[src/rtl/connect4_pkg.sv]
// Shared types and width helper for the Connect-Four turn sequencer.
package connect4_pkg;

    typedef enum logic [1:0] {
        WAIT_MOVE = 2'd0,
        ISSUE     = 2'd1,
        OVER      = 2'd2
    } seq_state_t;

    localparam int PLAYER_NONE = 0;

    // Bits needed to encode n distinct values, never less than one.
    function automatic int width_of(input int n);
        if (n <= 2) return 1;
        return $clog2(n);
    endfunction

endpackage

[src/rtl/btn_edge_detect.sv]
// Per-bit rising-edge detector; history resets to ones so held buttons must be released first.
module btn_edge_detect #(
    parameter int WIDTH = 2
) (
    input  logic             clk,
    input  logic             reset,
    input  logic [WIDTH-1:0] level,
    output logic [WIDTH-1:0] rise
);

    logic [WIDTH-1:0] hist;

    always_ff @(posedge clk or posedge reset) begin
        if (reset) hist <= '1;
        else       hist <= level;
    end

    assign rise = level & ~hist;

endmodule

[src/rtl/turn_sequencer.sv]
// Turn controller: arbitrates player confirms, issues moves to the board, tracks win/draw/timeout.
//   state     | meaning
//   WAIT_MOVE | waiting for the active player's confirm (timeout counter runs)
//   ISSUE     | move_req high until the board acks
//   OVER      | game finished, buttons ignored until new_game
module turn_sequencer
    import connect4_pkg::*;
#(
    parameter  int NUM_PLAYERS  = 2,
    parameter  int COLS         = 7,
    parameter  int ROWS         = 6,
    parameter  int TURN_TIMEOUT = 0,
    localparam int PW           = width_of(NUM_PLAYERS + 1),
    localparam int CW           = width_of(COLS),
    localparam int MW           = width_of(ROWS * COLS + 1)
) (
    input  logic                   clk,
    input  logic                   reset,
    input  logic                   new_game,
    input  logic [CW-1:0]          column_select,
    input  logic [NUM_PLAYERS-1:0] confirm_move,
    input  logic [COLS-1:0]        column_full,
    input  logic                   move_ack,
    input  logic                   win_in,
    output logic                   move_req,
    output logic [CW-1:0]          move_col,
    output logic [PW-1:0]          current_player,
    output logic [MW-1:0]          moves_made,
    output logic                   board_clear,
    output logic                   illegal_move,
    output logic                   turn_timeout,
    output logic                   game_over,
    output logic                   draw,
    output logic [PW-1:0]          winner
);

    localparam int              TLOAD_I    = (TURN_TIMEOUT > 0) ? TURN_TIMEOUT - 1 : 0;
    localparam int              TW         = width_of(TLOAD_I + 1);
    localparam logic [TW-1:0]   TLOAD      = TW'(TLOAD_I);
    localparam int              CWE        = CW + 1;
    localparam logic [CWE-1:0]  COLS_LIM   = CWE'(COLS);
    localparam logic [MW-1:0]   DRAW_MOVES = MW'(ROWS * COLS);
    localparam logic [PW-1:0]   LAST_PLAYER = PW'(NUM_PLAYERS);
    localparam logic [PW-1:0]   NO_PLAYER  = PW'(PLAYER_NONE);

    seq_state_t       state_q, state_d;
    logic [PW-1:0]    player_q, player_d;
    logic [MW-1:0]    moves_q, moves_d;
    logic [CW-1:0]    col_q, col_d;
    logic [PW-1:0]    winner_q, winner_d;
    logic             draw_q, draw_d;
    logic             clear_q, clear_d;
    logic             illegal_q, illegal_d;
    logic             timeout_q, timeout_d;
    logic [TW-1:0]    tmr_q, tmr_d;

    logic [NUM_PLAYERS-1:0] rise;
    logic                   active_edge;
    logic                   col_full_sel;
    logic                   bad_col;
    logic                   legal;
    logic [PW-1:0]          next_player;

    btn_edge_detect #(.WIDTH(NUM_PLAYERS)) u_edge (
        .clk   (clk),
        .reset (reset),
        .level (confirm_move),
        .rise  (rise)
    );

    always_comb begin
        active_edge = 1'b0;
        for (int i = 0; i < NUM_PLAYERS; i++) begin
            if (player_q == PW'(i + 1)) active_edge = rise[i];
        end
    end

    // Out-of-range selects never index column_full; the range check covers them.
    always_comb begin
        col_full_sel = 1'b0;
        for (int i = 0; i < COLS; i++) begin
            if (column_select == CW'(i)) col_full_sel = column_full[i];
        end
    end

    assign bad_col     = ({1'b0, column_select} >= COLS_LIM) || col_full_sel;
    assign legal       = active_edge && !bad_col;
    assign next_player = (player_q == LAST_PLAYER) ? PW'(1) : player_q + PW'(1);

    always_ff @(posedge clk or posedge reset) begin
        if (reset) begin
            state_q   <= WAIT_MOVE;
            player_q  <= PW'(1);
            moves_q   <= '0;
            col_q     <= '0;
            winner_q  <= NO_PLAYER;
            draw_q    <= 1'b0;
            clear_q   <= 1'b0;
            illegal_q <= 1'b0;
            timeout_q <= 1'b0;
            tmr_q     <= TLOAD;
        end else begin
            state_q   <= state_d;
            player_q  <= player_d;
            moves_q   <= moves_d;
            col_q     <= col_d;
            winner_q  <= winner_d;
            draw_q    <= draw_d;
            clear_q   <= clear_d;
            illegal_q <= illegal_d;
            timeout_q <= timeout_d;
            tmr_q     <= tmr_d;
        end
    end

    always_comb begin
        state_d   = state_q;
        player_d  = player_q;
        moves_d   = moves_q;
        col_d     = col_q;
        winner_d  = winner_q;
        draw_d    = draw_q;
        clear_d   = 1'b0;
        illegal_d = 1'b0;
        timeout_d = 1'b0;
        tmr_d     = tmr_q;

        if (new_game) begin
            state_d  = WAIT_MOVE;
            player_d = PW'(1);
            moves_d  = '0;
            winner_d = NO_PLAYER;
            draw_d   = 1'b0;
            clear_d  = 1'b1;
            tmr_d    = TLOAD;
        end else begin
            case (state_q)
                WAIT_MOVE: begin
                    // An illegal confirm does not restart the turn timer.
                    if (active_edge && bad_col) illegal_d = 1'b1;
                    if (legal) begin
                        col_d   = column_select;
                        state_d = ISSUE;
                        tmr_d   = TLOAD;
                    end else if (TURN_TIMEOUT != 0) begin
                        if (tmr_q == '0) begin
                            timeout_d = 1'b1;
                            player_d  = next_player;
                            tmr_d     = TLOAD;
                        end else begin
                            tmr_d = tmr_q - TW'(1);
                        end
                    end
                end
                ISSUE: begin
                    if (move_ack) begin
                        moves_d = moves_q + MW'(1);
                        if (win_in) begin
                            state_d  = OVER;
                            winner_d = player_q;
                        end else if (moves_d == DRAW_MOVES) begin
                            state_d = OVER;
                            draw_d  = 1'b1;
                        end else begin
                            player_d = next_player;
                            state_d  = WAIT_MOVE;
                        end
                    end
                end
                OVER: ;
                default: state_d = WAIT_MOVE;
            endcase
        end
    end

    assign move_req       = (state_q == ISSUE);
    assign game_over      = (state_q == OVER);
    assign move_col       = col_q;
    assign current_player = player_q;
    assign moves_made     = moves_q;
    assign board_clear    = clear_q;
    assign illegal_move   = illegal_q;
    assign turn_timeout   = timeout_q;
    assign draw           = draw_q;
    assign winner         = winner_q;

endmodule

[config.mk]
export PLATFORM = sky130hd
export DESIGN_NAME = turn_sequencer
export DESIGN_NICKNAME = d
export VERILOG_FILES = /design/src/rtl/connect4_pkg.sv /design/src/rtl/btn_edge_detect.sv /design/src/rtl/turn_sequencer.sv
export SDC_FILE = /design/constraint.sdc
export NUM_CORES = 1
export LEC_CHECK = 0
export CAP_MARGIN = 10
export CORE_AREA = 3 3 53 55
export DETAILED_ROUTE_END_ITERATION = 10
export DIE_AREA = 0 0 56 58
export PLACE_DENSITY = 0.75
export SYNTH_ARGS = -nofsm -noshare
export SYNTH_HDL_FRONTEND = slang
export SYNTH_SLANG_ARGS = --single-unit
[constraint.sdc]
create_clock -name clk -period 2.5 [get_ports clk]
set_input_delay 0.5 -clock clk [delete_from_list [all_inputs] [get_ports clk]]
set_output_delay 0.5 -clock clk [all_outputs]
set_load 0.05 [all_outputs]
== After elaboration in Yosys (flattened, before gate mapping) ==
Cells that the tools add are included.

* Add/sub/neg operators: 2
* $mul: 0
* Divide/modulo/power cells: 0
* Magnitude comparators: 1
* Equality and inequality tests: 16
* Shift-type cells: 0
* Mux-type cells: 37
* Bitwise gates (word level): 3
* Reductions and logical operators: 16

{| class="wikitable"
|+ Operators with widths
! operator !! number
|-
| two-way mux 2 bit || 15
|-
| two-way mux 1 bit || 18
|-
| two-way mux 6 bit || 3
|-
| == test 3 bit, second input constant || 3
|-
| AND reduction 3 bit || 3
|-
| AND reduction 4 bit || 2
|-
| nonzero test 2 bit || 4
|-
| adder 6 x 1 -> 6 bit, second input constant || 1
|-
| == test 3 x 2 -> 1 bit, second input constant || 2
|-
| == test 6 bit, second input constant || 1
|-
| inequality test 2 bit, second input constant || 3
|-
| inequality test 3 bit, second input constant || 2
|-
| one-hot mux 2 bit (3 select lines) || 1
|-
| == test 2 x 1 -> 1 bit, second input constant || 2
|-
| == test 2 bit, second input constant || 2
|-
| == test 3 x 1 -> 1 bit, second input constant || 1
|-
| >= comparator 3 bit, second input constant || 1
|-
| zero test 3 bit || 1
|-
| adder 2 x 1 -> 2 bit, second input constant || 1
|-
| bitwise AND 2 bit || 1
|-
| logical AND 1 bit || 2
|-
| zero test 2 bit || 1
|-
| inverter 2 bit || 1
|-
| AND reduction 2 bit || 1
|-
| other kinds (3) || 3
|}

* Flip-flop bits (word level): 20
* Bits in latches: 0
* Memory bits (writable): 0
* ROM bits: 0
* Bits of input ports: 17
* Output and inout bits: 19
* Word-level logic and storage cells: 84
* Memories: 0

== Depth between registers and ports, before layout ==
* Word-level depth: 14
* Depth in mapped cells: 7
* Mapped depth without buffers: 7

== Modules after synthesis ==
Synthesis repeated with hierarchy kept, for this count alone.

* Cells, all modules: 95
* Area total of the unflattened synthesis: 1017.2 um^2

{| class="wikitable"
|+ Modules (own cells, without submodules)
! module !! instances !! cells each !! area an instance (um^2) !! sequential area each (um^2)
|-
| turn_sequencer || 1 || 90 || 933.4 || 451.7
|-
| btn_edge_detect || 1 || 5 || 83.8 || 52.6
|}

== Least setup slack after synthesis ==
No wires, ideal clock.

* Kind: flip-flop to flip-flop
* Start: register moves_q[0] (netlist: moves_made[0])
* End: register player_q[1] (netlist: current_player[1])
* Setup time: 0.132 ns
* Data arrival time: 1.977 ns
* Required time: 2.368 ns
* Setup slack: 0.391 ns
* Cell stages (with the launch flop): 7
* Buffers on the path: 0
* Period minus slack after synthesis: 2.109 ns
* Path through: dfrtp_1 ha_1 or4b_1 o211a_1 o31ai_1 mux2i_1 nor2_1

* Longest elaborated chain between the ends: 4

{| class="wikitable"
|+ Ends and longest elaborated chain
! what !! line !! text
|-
| start: declaration || turn_sequencer.sv:48 || <nowiki>logic [MW-1:0] moves_q, moves_d;</nowiki>
|-
| start signal: assignment || turn_sequencer.sv:105 || <nowiki>moves_q <= moves_d;</nowiki>
|-
| adder 6 x 1 -> 6 bit || turn_sequencer.sv:157 || <nowiki>moves_d = moves_q + MW'(1);</nowiki>
|-
| == test 6 bit || turn_sequencer.sv:161 || <nowiki>end else if (moves_d == DRAW_MOVES) begin</nowiki>
|-
| inequality test 2 bit (no source line) || n/a ||
|-
| AND reduction 4 bit (no source line) || n/a ||
|-
| end signal: assignment || turn_sequencer.sv:104 || <nowiki>player_q <= player_d;</nowiki>
|-
| end: declaration || turn_sequencer.sv:47 || <nowiki>logic [PW-1:0] player_q, player_d;</nowiki>
|}

No other way between the ends.
A chain may end at the register's enable or synchronous reset.

== Worst setup path in the final report ==
* Start: register state_q[0]
* End: output game_over

* Longest elaborated chain between the ends: 1

{| class="wikitable"
|+ Ends and longest elaborated chain
! what !! line !! text
|-
| start: declaration || turn_sequencer.sv:46 || <nowiki>seq_state_t state_q, state_d;</nowiki>
|-
| start signal: assignment || turn_sequencer.sv:103 || <nowiki>state_q <= state_d;</nowiki>
|-
| == test 2 bit || turn_sequencer.sv:177 || <nowiki>assign game_over = (state_q == OVER);</nowiki>
|-
| end: declaration || turn_sequencer.sv:32 || <nowiki>output logic game_over,</nowiki>
|}

No other way between the ends.

==> out/results.ini <==
[grt]
grt_pass1_vias=868
grt_max_degree=21
grt-ovfl-total=0
grt_usage_pct=15.64
grt_pass1_wl_mm=3.953
antenna_found_initial=0

[drt]
vias_per_cell=5.092
wire_per_inst_um=14.16
routed_wl_mm=2.308
drc=0
drt_iter0_markers=21
antenna_left=0
via_count=830
firstDrtPassIters=4

[logic_synthesis]
ys_ff_latch=20
ys.warnings.count=0
synth-xor-area-share_pct=5.172
postSynthCellCount=95
synth_top_family_by_area=simple AND/OR/NAND/NOR gates
synth_compound_area_share_pct=8.128
ys_seq_area_share_pct=49.63
avgSynthCellArea_um2=10.69
yosys.cell_types.count=36
synth-simple-area-share_pct=21.55
synth_mux_area_share_pct=9.729
syn_nets=114
synthesis.area_um2=1016
synth_fa_ha_area_share_pct=2.463

[sta]
setup_violations=0
fin_crit_sh_pct=92.83
maxSlewViolCount=0
hold_viol=0
min_period_ps=2321
fin_skew_ps=0.8471
slew_headroom_pct=50.51
tightest_slew_ps=741.5
finalSetupTns_ps=0
rsz0062_at_grt=no
fmaxAchievable_mhz=430.9

[die]
ios=36
start_util_pct=41.77
die-area_um2=3248
num_rows=18
core_area_um2=2432
fp.dieW_um=56
die_h_um=58

[finish]
syn_to_final_growth_pct=41.50
fin_nets=153
post-route-util_pct=59.10
n_antenna_cell=0
final_cell_mix=clkdlybuf4s50_1 (34), dfrtp_1 (17), nor2_1 (13)
final_common_cell=clkdlybuf4s50_1
drive_gt1_share_pct=14.29

[placed_design]
hpwl_mm=1.782
gp_congestion=0.8045
numPortBuffers=34

[worst_setup_path]
end_kind=output port
required_ps=2000
cp.arrival_ps=1820
start_kind=flip-flop
worstPathMaxFanout=5
crit_type=flip-flop to output port

[clocking]
ctsHtreeMaxLevel=1
postCtsHoldBufs=0
clk_pin_slew_ps=110
clock-sinks=20
ctsResizeCount=0
clockRootBuffer=clkbuf_4
cts_tree=done
numCtsBuffers=3
clockBufferDepth=2
post-cts-setup-buffers=0
clkLatencyLatePin_ps=290

[pwr]
p_clk_share_pct=24.7
ir_worst_vdd_uv=447.7
pwr-share-seq_pct=48.2
combPwrFrac_pct=27.1
pwr_density_cell_nw_per_um2=516.9
power.net_switching_uw=219.8
p_sw_share_pct=29.58
leakagePower_uw=0.0006222
p_int_uw=523.3

[status]
status=completed

[hold_path]
hold_class=flip-flop to flip-flop

[flow_run]
drv_cap=0

==> critical path, cell delays in order, from the launching register on <==
cell and delay (ps):
dfrtp_1 440, nor2b_1 240, clkdlybuf4s50_1 850
==> state kept, by name (all words and copies together), names as in the netlist <==
register and count:
draw 1, winner 2, u_edge.hist 2, current_player 2, state_q 2, board_clear 1, move_col 3, illegal_move 1
moves_made 6
==> power by group through the flow <==
stage | Sequential (uW) | Clock (uW) | Combinational (uW)
3_3_place_gp | 364 | 0 | 199
5_1_grt | 360 | 200 | 211
6_report | 358 | 184 | 201
2_1_floorplan | 428 | 0 | 57.4
3_5_place_dp | 364 | 0 | 202
4_1_cts | 358 | 190 | 203
==> synthesized netlist by cell type <==
library cell	count	area (um^2)
dfrtp_1	17	425.4
nor2_1	13	48.80
nand2_1	8	30.03
inv_1	4	15.01
nand3_1	4	20.02
xor2_1	4	35.03
a21oi_1	3	15.01
dfstp_2	3	78.83
mux2_4	3	45.04
nand2b_1	3	18.77
a211oi_1	2	15.01
and2b_2	2	17.52
clkbuf_1	2	7.510
ha_1	2	25.02
mux2i_1	2	20.02
nor2b_1	2	12.51
xnor2_1	2	17.52
a31oi_1	1	6.260
and2_1	1	6.260
and3b_1	1	8.760
and4bb_1	1	12.51
buf_4	1	7.510
conb_1	1	3.750
mux2_2	1	11.26
mux4_2	1	22.52
nand3b_1	1	7.510
nand4_1	1	6.260
o211a_1	1	10.01
o21ai_0	1	5.000
o22ai_1	1	6.260
o2bb2ai_1	1	8.760
o31ai_1	1	7.510
o41ai_1	1	8.760
or2_4	1	8.760
or4_4	1	11.26
or4b_1	1	10.01
==> cell families after synthesis <==
kind of cell / count (synthesis)
xor+xnor: 6
compound gates: 12
mux: 7
buf+inv: 7
flops: 20
simple gates: 40
fa+ha+maj: 2
other cells: 1
==> metrics by stage <==
step | worst slack [ps] | cells | cell area [um^2] | power [uW] | hold WS [ps]
after floorplan | 390.9 | 95 | 1016 | 485.7 | 461.6
after global placement | 134.8 | 159 | 1401 | 562.6 | 485.3
after detailed placement | 101.3 | 159 | 1401 | 566.1 | 499.4
after CTS | 180.6 | 163 | 1438 | 750.7 | 530.0
after global routing | 111.3 | 163 | 1438 | 772.1 | 534.1
final | 179.3 | 163 | 1438 | 743.1 | 524.3
==> final cells by class <==
| type | instances | area, um^2 |
|---|---|---|
| timing repair buffer | 37 | 362.8 |
| tap | 30 | 37.54 |
| clock buffer | 4 | 36.28 |
| sequential | 20 | 504.2 |
| fill | 220 | 994.7 |
| inverter | 4 | 15.01 |
| multi-input combinational | 68 | 481.7 |
==> metal layers <==
metal | vias to the layer above | track usage [%] | part of all wire (%)
met1 | 393 | 20.74 | 44
met5 | - | 0 | 0
met4 | 0 | 5.085 | 0.95
met2 | 35 | 25.88 | 48
li1 | 399 | - | -
met3 | 3 | 3.118 | 7.3
==> final timing paths <==
| kind | from | end | slack [ps] | cells past startpoint |
|---|---|---|---|---|
| min in group asynchronous | reset | board_clear | 630 | 2 |
| max reg2reg | moves_made[0] | current_player[1] | 490 | 6 |
| min reg2reg | move_col[2] | move_col[2] | 520 | 1 |
| max in group asynchronous | reset | winner[0] | 1410 | 2 |
| min | move_col[2] | move_col[2] | 520 | 1 |
| max | state_q[0] | game_over | 180 | 2 |
No activity file was read; power rests on OpenSTA's default activity.
